File: config.mk
export PLATFORM = sky130hd
export DESIGN_NAME = alu_seq
export DESIGN_NICKNAME = d
export VERILOG_FILES = /design/src/rtl/alu_seq.sv
export SDC_FILE = /design/constraint.sdc
export NUM_CORES = 1
export LEC_CHECK = 0
export ABC_AREA = 1
export CORE_UTILIZATION = 60
export CTS_CLUSTER_DIAMETER = 50
export CTS_CLUSTER_SIZE = 40
export DETAILED_ROUTE_END_ITERATION = 7
export GPL_TIMING_DRIVEN = 0
export HOLD_SLACK_MARGIN = 0.08
export PLACE_DENSITY = 0.9
export SYNTH_ARGS = -nofsm -noshare
export SYNTH_HDL_FRONTEND = slang
export SYNTH_SLANG_ARGS = --single-unit
export TNS_END_PERCENT = 10
File: constraint.sdc
create_clock -name clk -period 3.9 [get_ports clk]
set_input_delay 0.39 -clock clk [delete_from_list [all_inputs] [get_ports clk]]
set_output_delay 0.39 -clock clk [all_outputs]
set_load 0.02 [all_outputs]
File: src/rtl/alu_seq.sv
// Multi-cycle ALU: one-cycle EXEC path for logic/arith/shift ops, optional iterative multiplier.
// Define ALU_SEQ_MUL_EN to build the shift-add multiplier (op 110); otherwise op 110 yields zero.
module alu_seq #(
  parameter int unsigned W = 16
) (
  input  logic         clk,
  input  logic         reset,
  input  logic         start,
  input  logic [2:0]   ALUop,
  input  logic [W-1:0] Ain,
  input  logic [W-1:0] Bin,
  output logic         busy,
  output logic         done,
  output logic [W-1:0] out,
  output logic [2:0]   Z
);

`ifdef ALU_SEQ_MUL_EN
  typedef enum logic [1:0] {StIdle, StExec, StMul, StDone} state_e;
  localparam int unsigned CW = (W > 1) ? $clog2(W) : 1;
  localparam logic [CW-1:0] LastIter = CW'(W - 1);
`else
  typedef enum logic [1:0] {StIdle, StExec, StDone} state_e;
`endif

  state_e         state_q, state_d;
  logic [2:0]     op_q, op_d;
  logic [W-1:0]   a_q, a_d;
  logic [W-1:0]   b_q, b_d;
  logic [W-1:0]   out_q, out_d;
  logic [2:0]     z_q, z_d;
  logic [W-1:0]   res, sum, diff;
  logic           ovf;

`ifdef ALU_SEQ_MUL_EN
  logic [2*W-1:0] acc_q, acc_d;
  logic [2*W-1:0] mcand_q, mcand_d;
  logic [CW-1:0]  cnt_q, cnt_d;
  logic [2*W-1:0] acc_nxt;

  // b_q doubles as the multiplier shift register; its LSB gates each partial product.
  assign acc_nxt = b_q[0] ? (acc_q + mcand_q) : acc_q;
`endif

  assign sum  = a_q + b_q;
  assign diff = a_q - b_q;

  always_comb begin
    res = '0;
    ovf = 1'b0;
    unique case (op_q)
      3'b000: begin
        res = sum;
        ovf = (a_q[W-1] == b_q[W-1]) && (sum[W-1] != a_q[W-1]);
      end
      3'b001: begin
        res = diff;
        ovf = (a_q[W-1] != b_q[W-1]) && (diff[W-1] != a_q[W-1]);
      end
      3'b010: res = a_q & b_q;
      3'b011: res = ~b_q;
      3'b100: res = a_q | b_q;
      3'b101: res = a_q ^ b_q;
      3'b110: res = '0;
      3'b111: res = W'($signed(a_q) >>> b_q[3:0]);
      default: res = '0;
    endcase
  end

  always_comb begin
    state_d = state_q;
    op_d    = op_q;
    a_d     = a_q;
    b_d     = b_q;
    out_d   = out_q;
    z_d     = z_q;
`ifdef ALU_SEQ_MUL_EN
    acc_d   = acc_q;
    mcand_d = mcand_q;
    cnt_d   = cnt_q;
`endif
    unique case (state_q)
      StIdle: begin
        if (start) begin
          op_d    = ALUop;
          a_d     = Ain;
          b_d     = Bin;
          state_d = StExec;
`ifdef ALU_SEQ_MUL_EN
          if (ALUop == 3'b110) begin
            state_d = StMul;
            acc_d   = '0;
            mcand_d = {{W{1'b0}}, Ain};
            cnt_d   = '0;
          end
`endif
        end
      end
      StExec: begin
        out_d   = res;
        z_d     = {res == '0, ovf, res[W-1]};
        state_d = StDone;
      end
`ifdef ALU_SEQ_MUL_EN
      StMul: begin
        acc_d   = acc_nxt;
        mcand_d = mcand_q << 1;
        b_d     = b_q >> 1;
        cnt_d   = cnt_q + CW'(1);
        if (cnt_q == LastIter) begin
          out_d   = acc_nxt[W-1:0];
          z_d     = {acc_nxt[W-1:0] == '0, |acc_nxt[2*W-1:W], acc_nxt[W-1]};
          state_d = StDone;
        end
      end
`endif
      StDone:  state_d = StIdle;
      default: state_d = StIdle;
    endcase
  end

  always_ff @(posedge clk or posedge reset) begin
    if (reset) begin
      state_q <= StIdle;
      op_q    <= '0;
      a_q     <= '0;
      b_q     <= '0;
      out_q   <= '0;
      z_q     <= 3'b100;
`ifdef ALU_SEQ_MUL_EN
      acc_q   <= '0;
      mcand_q <= '0;
      cnt_q   <= '0;
`endif
    end else begin
      state_q <= state_d;
      op_q    <= op_d;
      a_q     <= a_d;
      b_q     <= b_d;
      out_q   <= out_d;
      z_q     <= z_d;
`ifdef ALU_SEQ_MUL_EN
      acc_q   <= acc_d;
      mcand_q <= mcand_d;
      cnt_q   <= cnt_d;
`endif
    end
  end

  assign busy = (state_q != StIdle);
  assign done = (state_q == StDone);
  assign out  = out_q;
  assign Z    = z_q;

endmodule

==> results.ini <==
[sta]
layout_setup_ws_ps=525
fin_crit_ps=3370
finalMaxSlewViolations=0
skew_ps=16.5
hold_violations=0
fmax_mhz=296
timing.final.crit_share=0.865
rsz0062_at_grt=false
final-setup-viol-count=0
worst_slew_pin_slew_ps=671
slew_headroom=0.553
fin_tns_setup_ps=0

[synthesis]
yosysUniqueCellTypes=38
yosys_register_bits=55
synth_most_common_cell=nand2_1
yosysWarnings=0
syn-num-nets=961
synth_area_leaders=dfrtp_1 (25%), nand2_1 (20%), nand3_1 (11%)
syn_area_per_cell_um2=6.21
syn_inst=874
synthFlopType=dfrtp_1
yosysTopAreaCell=dfrtp_1
syn-cell-area_um2=5430
yosysSeqAreaShare=0.254
synthTopCellsByCount=nand2_1 (292), nand3_1 (120), inv_1 (75)
synthArstFlopShare=1.00
synth_top_area_frac=0.249
synth_edf_count=0

[pwr]
total_power_mw=4.10
pwr-share-comb=0.676
powerDensity_nw_per_um2=652
internal_power_mw=1.91
seq_power_share=0.221
vdd_drop_max_mv=0.356
power.share.clock=0.103
switchingPower_mw=2.19
p_leak_nw=3.19
sw_frac_of_total=0.534

[worst_hold_path]
hold_class=in -> async

[worst_setup_path]
critPathKind=reg -> reg
cp_max_fo=11
start_kind=flip-flop
cp.required_ps=4160
cp.arrival_ps=3630
worst_r2r_path_depth=16
cp-end-kind=flip-flop

[global_routing]
gr-total-overflow=0
track_usage=0.387
grt_pass1_wl_um=28800
grt_max_degree=31
grt_pass1_vias=5675
antenna_found_initial=0

[drt]
route.detailed.drc=0
vias=6119
ant_nets=0
dr.pass1.iters=6
routedWlPerCell_um=16.9
drt-vias-per-instance=5.83
drt-total-wl_um=17700
drt_iter0_drc=635

[clock_network]
numCtsBuffers=5
clkSlewWorstSetupHoldPaths_ps=120
hold_buffers=0
numClockSinks=55
cts_tree=built
cts_resized=0
clk_latency_ps=320
cts_root_buf=clkbuf_8
post_cts_buffers=0
cts_buffer_depth=2
cts_max_level=2

[floorplan]
core_area_um2=8720
fp.dieW_um=97.1
die_h_um=97.1
io-pin-count=59
start_util=0.622
dieArea_um2=9430
rows=34

[finish]
num-nets-final=1027
drive_above_1_share=0.0627
diodes=0
stdcell_area_um2=6280
fin_util=0.721
area_growth_pct=15.8

[placement]
io_buffer_count=58
gp_congestion=1.02
dp_hpwl_um=14100
placed_cell_area_um2=6160
post-place-ws_ps=689

[run]
drv_cap=0

[status]
outcome=completed

[layout by cell type (no fill, tap or decap), drive strengths merged, types with 7 or more instances in the layout]
| cell | Yosys | final |
|---|---|---|
| a21oi | 42 | 42 |
| buf | 25 | 26 |
| clkbuf | 14 | 20 |
| clkdlybuf4s50 | 0 | 58 |
| dfrtp | 54 | 54 |
| ha | 47 | 47 |
| inv | 90 | 91 |
| nand2 | 292 | 292 |
| nand3 | 123 | 123 |
| nand4 | 9 | 9 |
| nor2 | 64 | 64 |
| nor3 | 7 | 7 |
| o21ai | 63 | 63 |
| o22ai | 10 | 10 |
[cell type report]
cell class	count	area (µm²)
Timing Repair Buffer	59	601
Fill cell	783	2440
Tap cell	108	135
Multi-Input combinational cell	685	3490
Sequential cell	55	1380
Buffer	39	205
Inverter	95	357
Clock buffer	6	82.6
Clock inverter	2	38.8
[power groups by stage]
| stage | Sequential (mW) | Combinational (mW) | Clock [mW] |
|---|---|---|---|
| 6_report | 0.906 | 2.77 | 0.423 |
| 5_1_grt | 0.926 | 3.06 | 0.442 |
| 4_1_cts | 0.901 | 2.69 | 0.421 |
| 3_5_place_dp | 0.913 | 2.68 | 0 |
| 3_3_place_gp | 0.905 | 2.65 | 0 |
| 2_1_floorplan | 0.973 | 1.79 | 0 |
[per-layer routing]
| metal | wire length [µm] | vias up | part of all wire | GRT usage |
|---|---|---|---|---|
| li1 | - | 2972 | - | - |
| met1 | 7430 | 2744 | 0.42 | 0.534 |
| met2 | 7860 | 361 | 0.44 | 0.610 |
| met3 | 1750 | 42 | 0.099 | 0.0583 |
| met4 | 671 | 0 | 0.038 | 0.156 |
| met5 | 0 | - | 0 | 0 |
[final timing paths]
check	from	slack [ps]	to
min in group clk	out[11]$_DFFE_PP0N_	490	out[11]$_DFFE_PP0N_
min	reset	430	b_q[12]$_DFFE_PP0P_
max	b_q[3]$_DFFE_PP0P_	530	Z[2]$_DFFE_PP1N_
min reg2reg	out[11]$_DFFE_PP0N_	490	out[11]$_DFFE_PP0N_
max in group asynchronous	reset	2900	a_q[2]$_DFFE_PP0P_
max reg2reg	b_q[3]$_DFFE_PP0P_	530	Z[2]$_DFFE_PP1N_
[through the flow]
step	hold slack (ps)	cells
finish	426	1049
global route	477	1049
CTS	448	1049
detailed placement	464	1041
global placement	458	1040
floorplan	501	874
[cell families after synthesis]
| kind of cell | synth area share |
|---|---|
| simple gates | 0.386 |
| fa+ha+maj | 0.116 |
| flops | 0.254 |
| compound gates | 0.135 |
| xor+xnor | 0.00646 |
| buf+inv | 0.104 |
[worst max-delay path: stages (launching register included)]
cell      delay (ps)
dfrtp_1          390
buf_2            190
clkinv_1         150
clkbuf_1         450
ha_1             330
buf_2            180
a21oi_1          250
o21ai_1          230
nand2_1          110
nand2_1           70
o21ai_0          140
a21oi_1           60
nor3_1           360
nand3_1          120
nor2_1           150
nand2_1           60
nand2_1           60
[state kept, by name (all words and copies together) (netlist names)]
signal,count
Z,3
b_q,16
a_q,16
out,15
state_q,2
op_q,3
Note: power is estimated with default switching activity, not from simulation.
